`src/rtl/uart_tx_arbiter_pkg.sv`:
```
// Shared types for the UART transmit arbiter: byte type, FSM state encoding, defaults.
package UartPack;

    typedef logic [7:0] uart_t;

    typedef enum logic {
        IDLE   = 1'b0,
        LOCKED = 1'b1
    } UartArbState;

    localparam uart_t EOL_DEFAULT = 8'h0A;

    // Successor of idx in a ring of n requesters.
    function automatic int unsigned rr_next(input int unsigned idx, input int unsigned n);
        return ((idx + 1) >= n) ? 0 : (idx + 1);
    endfunction

endpackage

```
`src/rtl/uart_tx_arbiter_rr_picker.sv`:
```
// Round-robin picker: first set request at or above i_ptr, wrapping modulo N.
// Purely combinational; no state, no backpressure.
module rr_picker
    import UartPack::*;
#(
    parameter int N  = 4,
    parameter int IW = $clog2(N)
) (
    input  logic [N-1:0]  i_req,
    input  logic [IW-1:0] i_ptr,
    output logic [IW-1:0] o_winner,
    output logic          o_any
);

    int unsigned w_idx;
    logic        w_found;

    always_comb begin
        o_winner = '0;
        w_found  = 1'b0;
        w_idx    = 0;
        for (int i = 0; i < N; i++) begin
            w_idx = 32'(i_ptr) + 32'(i);
            if (w_idx >= 32'(N)) begin
                w_idx = w_idx - 32'(N);
            end
            if (!w_found && i_req[w_idx[IW-1:0]]) begin
                w_found  = 1'b1;
                o_winner = w_idx[IW-1:0];
            end
        end
    end

    assign o_any = |i_req;

endmodule

```
`src/rtl/uart_tx_arbiter.sv`:
```
// Round-robin byte arbiter feeding a UART TX FIFO; a grant lasts until EOL_BYTE or MAX_BURST bytes.
// Latency: 1 cycle to grant, then zero-latency pass-through; holder sees out_ready directly.
// Optional idle-holder timeout under UART_ARB_TIMEOUT_EN.
module uart_tx_arbiter
    import UartPack::*;
#(
    parameter int    NUM_REQ        = 4,
    parameter int    MAX_BURST      = 64,
    parameter uart_t EOL_BYTE       = EOL_DEFAULT,
    parameter int    TIMEOUT_CYCLES = 1024
) (
    input  logic                       core_clk,
    input  logic                       rst,
    input  logic [NUM_REQ-1:0]         req_valid,
    input  uart_t [NUM_REQ-1:0]        req_data,
    output logic [NUM_REQ-1:0]         req_ready,
    output logic                       out_valid,
    output uart_t                      out_data,
    input  logic                       out_ready,
    output logic [$clog2(NUM_REQ)-1:0] grant_id,
    output logic                       busy
);

    localparam int IW = $clog2(NUM_REQ);
    localparam int CW = $clog2(MAX_BURST + 1);

    UartArbState   r_state;
    logic [IW-1:0] r_rr_ptr;
    logic [IW-1:0] r_grant;
    logic [CW-1:0] r_byte_cnt;
    logic          r_busy;

    logic [IW-1:0] w_winner;
    logic          w_any;
    logic          w_locked;
    logic          w_hold_vld;
    uart_t         w_hold_dat;
    logic          w_fire;
    logic          w_eol;
    logic          w_cap;
    logic          w_release;
    logic          w_timeout;

    rr_picker #(
        .N  (NUM_REQ),
        .IW (IW)
    ) u_picker (
        .i_req    (req_valid),
        .i_ptr    (r_rr_ptr),
        .o_winner (w_winner),
        .o_any    (w_any)
    );

    assign w_locked   = (r_state == LOCKED);
    assign w_hold_vld = req_valid[r_grant];
    assign w_hold_dat = req_data[r_grant];
    assign w_fire     = w_locked && w_hold_vld && out_ready;
    assign w_eol      = (w_hold_dat == EOL_BYTE);
    assign w_cap      = (r_byte_cnt == CW'(MAX_BURST - 1));
    assign w_release  = (w_fire && (w_eol || w_cap)) || w_timeout;

    // Holder is wired straight to the FIFO; nothing is buffered here.
    assign out_valid = w_locked && w_hold_vld;
    assign out_data  = w_locked ? w_hold_dat : 8'h00;
    assign grant_id  = r_grant;
    assign busy      = r_busy;

    always_comb begin
        req_ready = '0;
        if (w_locked) begin
            req_ready[r_grant] = out_ready;
        end
    end

`ifdef UART_ARB_TIMEOUT_EN
    localparam int TW = $clog2(TIMEOUT_CYCLES + 1);

    logic [TW-1:0] r_idle_cnt;

    always_ff @(posedge core_clk or posedge rst) begin
        if (rst) begin
            r_idle_cnt <= '0;
        end else if (!w_locked || w_hold_vld || w_timeout) begin
            r_idle_cnt <= '0;
        end else begin
            r_idle_cnt <= r_idle_cnt + TW'(1);
        end
    end

    assign w_timeout = w_locked && !w_hold_vld && (r_idle_cnt == TW'(TIMEOUT_CYCLES - 1));
`else
    // No idle release in this build; the comparison is constant false.
    assign w_timeout = (TIMEOUT_CYCLES < 0);
`endif

    always_ff @(posedge core_clk or posedge rst) begin
        if (rst) begin
            r_state    <= IDLE;
            r_rr_ptr   <= '0;
            r_grant    <= '0;
            r_byte_cnt <= '0;
            r_busy     <= 1'b0;
        end else begin
            case (r_state)
                IDLE: begin
                    if (w_any) begin
                        r_state    <= LOCKED;
                        r_grant    <= w_winner;
                        r_byte_cnt <= '0;
                        r_busy     <= 1'b1;
                    end
                end
                LOCKED: begin
                    if (w_release) begin
                        r_state    <= IDLE;
                        r_busy     <= 1'b0;
                        r_byte_cnt <= '0;
                        r_rr_ptr   <= IW'(rr_next(32'(r_grant), NUM_REQ));
                    end else if (w_fire) begin
                        r_byte_cnt <= r_byte_cnt + CW'(1);
                    end
                end
                default: begin
                    r_state <= IDLE;
                    r_busy  <= 1'b0;
                end
            endcase
        end
    end

endmodule

```
`config.mk`:
```
export PLATFORM = sky130hd
export DESIGN_NAME = uart_tx_arbiter
export DESIGN_NICKNAME = d
export VERILOG_FILES = /design/src/rtl/uart_tx_arbiter_pkg.sv /design/src/rtl/uart_tx_arbiter_rr_picker.sv /design/src/rtl/uart_tx_arbiter.sv
export SDC_FILE = /design/constraint.sdc
export NUM_CORES = 1
export LEC_CHECK = 0
export ABC_AREA = 1
export CORE_MARGIN = 2
export CORE_UTILIZATION = 47
export CTS_CLUSTER_DIAMETER = 60
export DETAILED_ROUTE_END_ITERATION = 12
export GPL_TIMING_DRIVEN = 0
export PLACE_DENSITY = 0.94
export REMOVE_ABC_BUFFERS = 1
export SLEW_MARGIN = 10
export SYNTH_ARGS = -nofsm -noshare
export SYNTH_HDL_FRONTEND = slang
export SYNTH_SLANG_ARGS = --single-unit
```
`constraint.sdc`:
```
create_clock -name core_clk -period 3.7 [get_ports core_clk]
set_input_delay 0.37 -clock core_clk [delete_from_list [all_inputs] [get_ports core_clk]]
set_output_delay 0.37 -clock core_clk [all_outputs]
set_load 0.03 [all_outputs]
```
==> impl_metrics.toml <==
[outcome]
status = "finished clean"

[worst_setup_path]
crit_arrival_ps = 2680
startpoint_type = "register"
cp-startpoint = "grant_id[0]"
cp_max_fo = 23
rrSetupSlack_ps = 1370
worstPathRequired_ps = 3330
rr_endpoint = "r_byte_cnt[5]"
crit_type = "register to primary output"
cp-end-kind = "primary output"
crit_path_end = "out_data[1]"
r2r-start = "grant_id[0]"
worstRegToRegCells = 11

[cells_and_area]
final_common_cell = "nand2_1"
antenna-diode-count = 0
area_delta_synth_final_pct = 40.8
regArea_um2 = 325
finalNonFillerCells = 310
nFillCells = 246
layout.nets = 324
multiInputGateArea_um2 = 860
drive_gt1_frac = 0.0681
final_area_um2 = 1910
mostFrequentLayoutCells = "nand2_1 (91), clkdlybuf4s50_1 (54), inv_1 (28)"

[sta]
slew_headroom = 0.547
drv_slew = 0
max_freq_ghz = 0.328
finalHoldViolCount = 0
tns_ps = 0
rsz0062_at_grt = "no"
period_share = 0.824
finClkSkew_ps = 3.28
setup_viol = 0
worst_pin_slew_ps = 679
min_period_ps = 3050

[route]
wl_mm = 3.43
drt_iter0_drc = 113
wl_per_cell_um = 11.1
vias = 1545
viasPerCell = 4.98
first_pass_iters = 4
drcViolationCount = 0
postRouteAntennaNets = 0

[global_routing]
grt_pass1_wl_mm = 5.78
grt_pass1_vias = 1401
grt_overflow = 0
antenna_found_initial = 0
grt_max_degree = 24
grt_usage = 0.216

[placed_design]
hpwlAfterDp_mm = 2.64
placed_cell_area_um2 = 1880
placed_cells_incl_taps = 306
port_buffers = 54
gp_congestion = 0.876

[min_path]
worstHoldPathType = "primary input to asynchronous set/reset pin"

[die]
die_w_um = 57.7
num_io_pins = 55
die_y_um = 57.7
start_util = 0.491
coreArea_um2 = 2760
die_area_um2 = 3330
rows = 19

[clock_tree]
hold_buffers = 0
cts.reportedPaths.clkPinSlew_ps = 80
clk-insertion-delay-late_ps = 280
cts-resized-gates = 0
postCtsSetupRepairBufs = 0
cts_tree = "yes"
cts_made_buffers = 3
cts_max_path_buffers = 2
clock_sinks = 13
cts-root-buf = "clkbuf_4"
htree_num_levels = 1

[yosys]
synth_area_per_cell_um2 = 5.94
syn_inst = 228
synth_seq_cells = 13
syn_area_um2 = 1360
synth.distinct_cells = 26
yosys_warnings = 0
ys_seq_area_frac = 0.240

[power]
p_per_area_nw_per_um2 = 672
peakVddDrop_uv = 527
p_leak_nw = 0.984

[run]
max_cap_violations = 0
-- state kept, by name, indices dropped and copies added, names as in the netlist --
register / flops
grant_id: 2
r_rr_ptr: 2
r_byte_cnt: 7
r_state: 1
busy: 1
-- how the worst min path moves through the flow --
stage / from / end / slack (ps) / cells past startpoint
6_report: rst / busy / 400 / 2
5_1_grt: rst / busy / 430 / 2
4_1_cts: rst / busy / 400 / 2
3_5_place_dp: busy / busy / 480 / 1
3_3_place_gp: busy / busy / 490 / 1
2_1_floorplan: rst / busy / 250 / 1
-- cell usage after synthesis --
cell type,count,area (um2)
nor2_1,26,97.6
nand3_1,25,125
nand3b_2,1,11.3
nand2_1,91,342
xnor2_1,1,8.76
clkinv_1,1,3.75
dfrtp_1,13,325
nand2_2,3,18.8
a21oi_1,3,15.0
o21ai_1,2,10.0
or2_2,1,6.26
xor2_1,5,43.8
buf_8,1,15.0
inv_1,28,105
buf_6,1,11.3
nor2_2,1,6.26
o21bai_2,1,11.3
nand2_4,3,33.8
o211ai_1,1,7.51
ha_1,5,62.6
inv_2,2,7.51
nand3_2,3,30.0
buf_4,1,7.51
o21ai_0,3,15.0
buf_2,4,20.0
o21a_1,2,15.0
-- routing by layer --
layer  global-route usage  vias to the layer above  wire [um]
met5                    0                        -          0
met4               0.0532                        0          0
met3               0.0491                        0        351
met2                0.398                       62       1650
met1                0.251                      684       1430
li1                     -                      799          -
-- logic make-up (layout without fill, tap and decap cells) --
group | Yosys count | count (layout) | share of synthesized area
XOR/XNOR | 6 | 6 | 0.0388
adder cells (fa/ha/maj) | 5 | 5 | 0.0462
AND/OR/NAND/NOR | 154 | 154 | 0.495
flip-flops | 13 | 13 | 0.240
buffers and inverters | 38 | 89 | 0.126
AO/OA/AOI/OAI | 12 | 12 | 0.0545
-- where the power goes --
part / leakage (nW) / switching (mW) / internal (mW) / total [mW]
combinational: 0.801 / 0.557 / 0.363 / 0.920
clock: 0.0177 / 0.0481 / 0.0401 / 0.0881
sequential: 0.165 / 0.0856 / 0.189 / 0.275
total: 0.984 / 0.691 / 0.592 / 1.28
-- stage by stage --
step                       util  setup WS [ps]  total power [mW]  hold WS, ps
final                     0.692            650              1.28          396
after global routing      0.692            379              1.40          425
after CTS                 0.692            622              1.29          402
after detailed placement  0.682            946              1.20          480
after global placement    0.682            912              1.18          488
after floorplan               -           1360             0.875          247
-- worst max-delay path, stage by stage (launching register included) --
cell,delay [ps]
dfrtp_1,790
inv_1,510
nand2_1,150
nand3_1,90
a21oi_1,170
clkdlybuf4s50_1,690
-- final cells by class --
class,count,area share
sequential,13,0.170
multi-input combinational,177,0.450
clock buffer,3,0.0118
clock inverter,1,0.00262
tap,31,0.0203
inverter,31,0.0610
timing repair buffer,54,0.283
No activity file was read; power rests on OpenSTA's default activity.
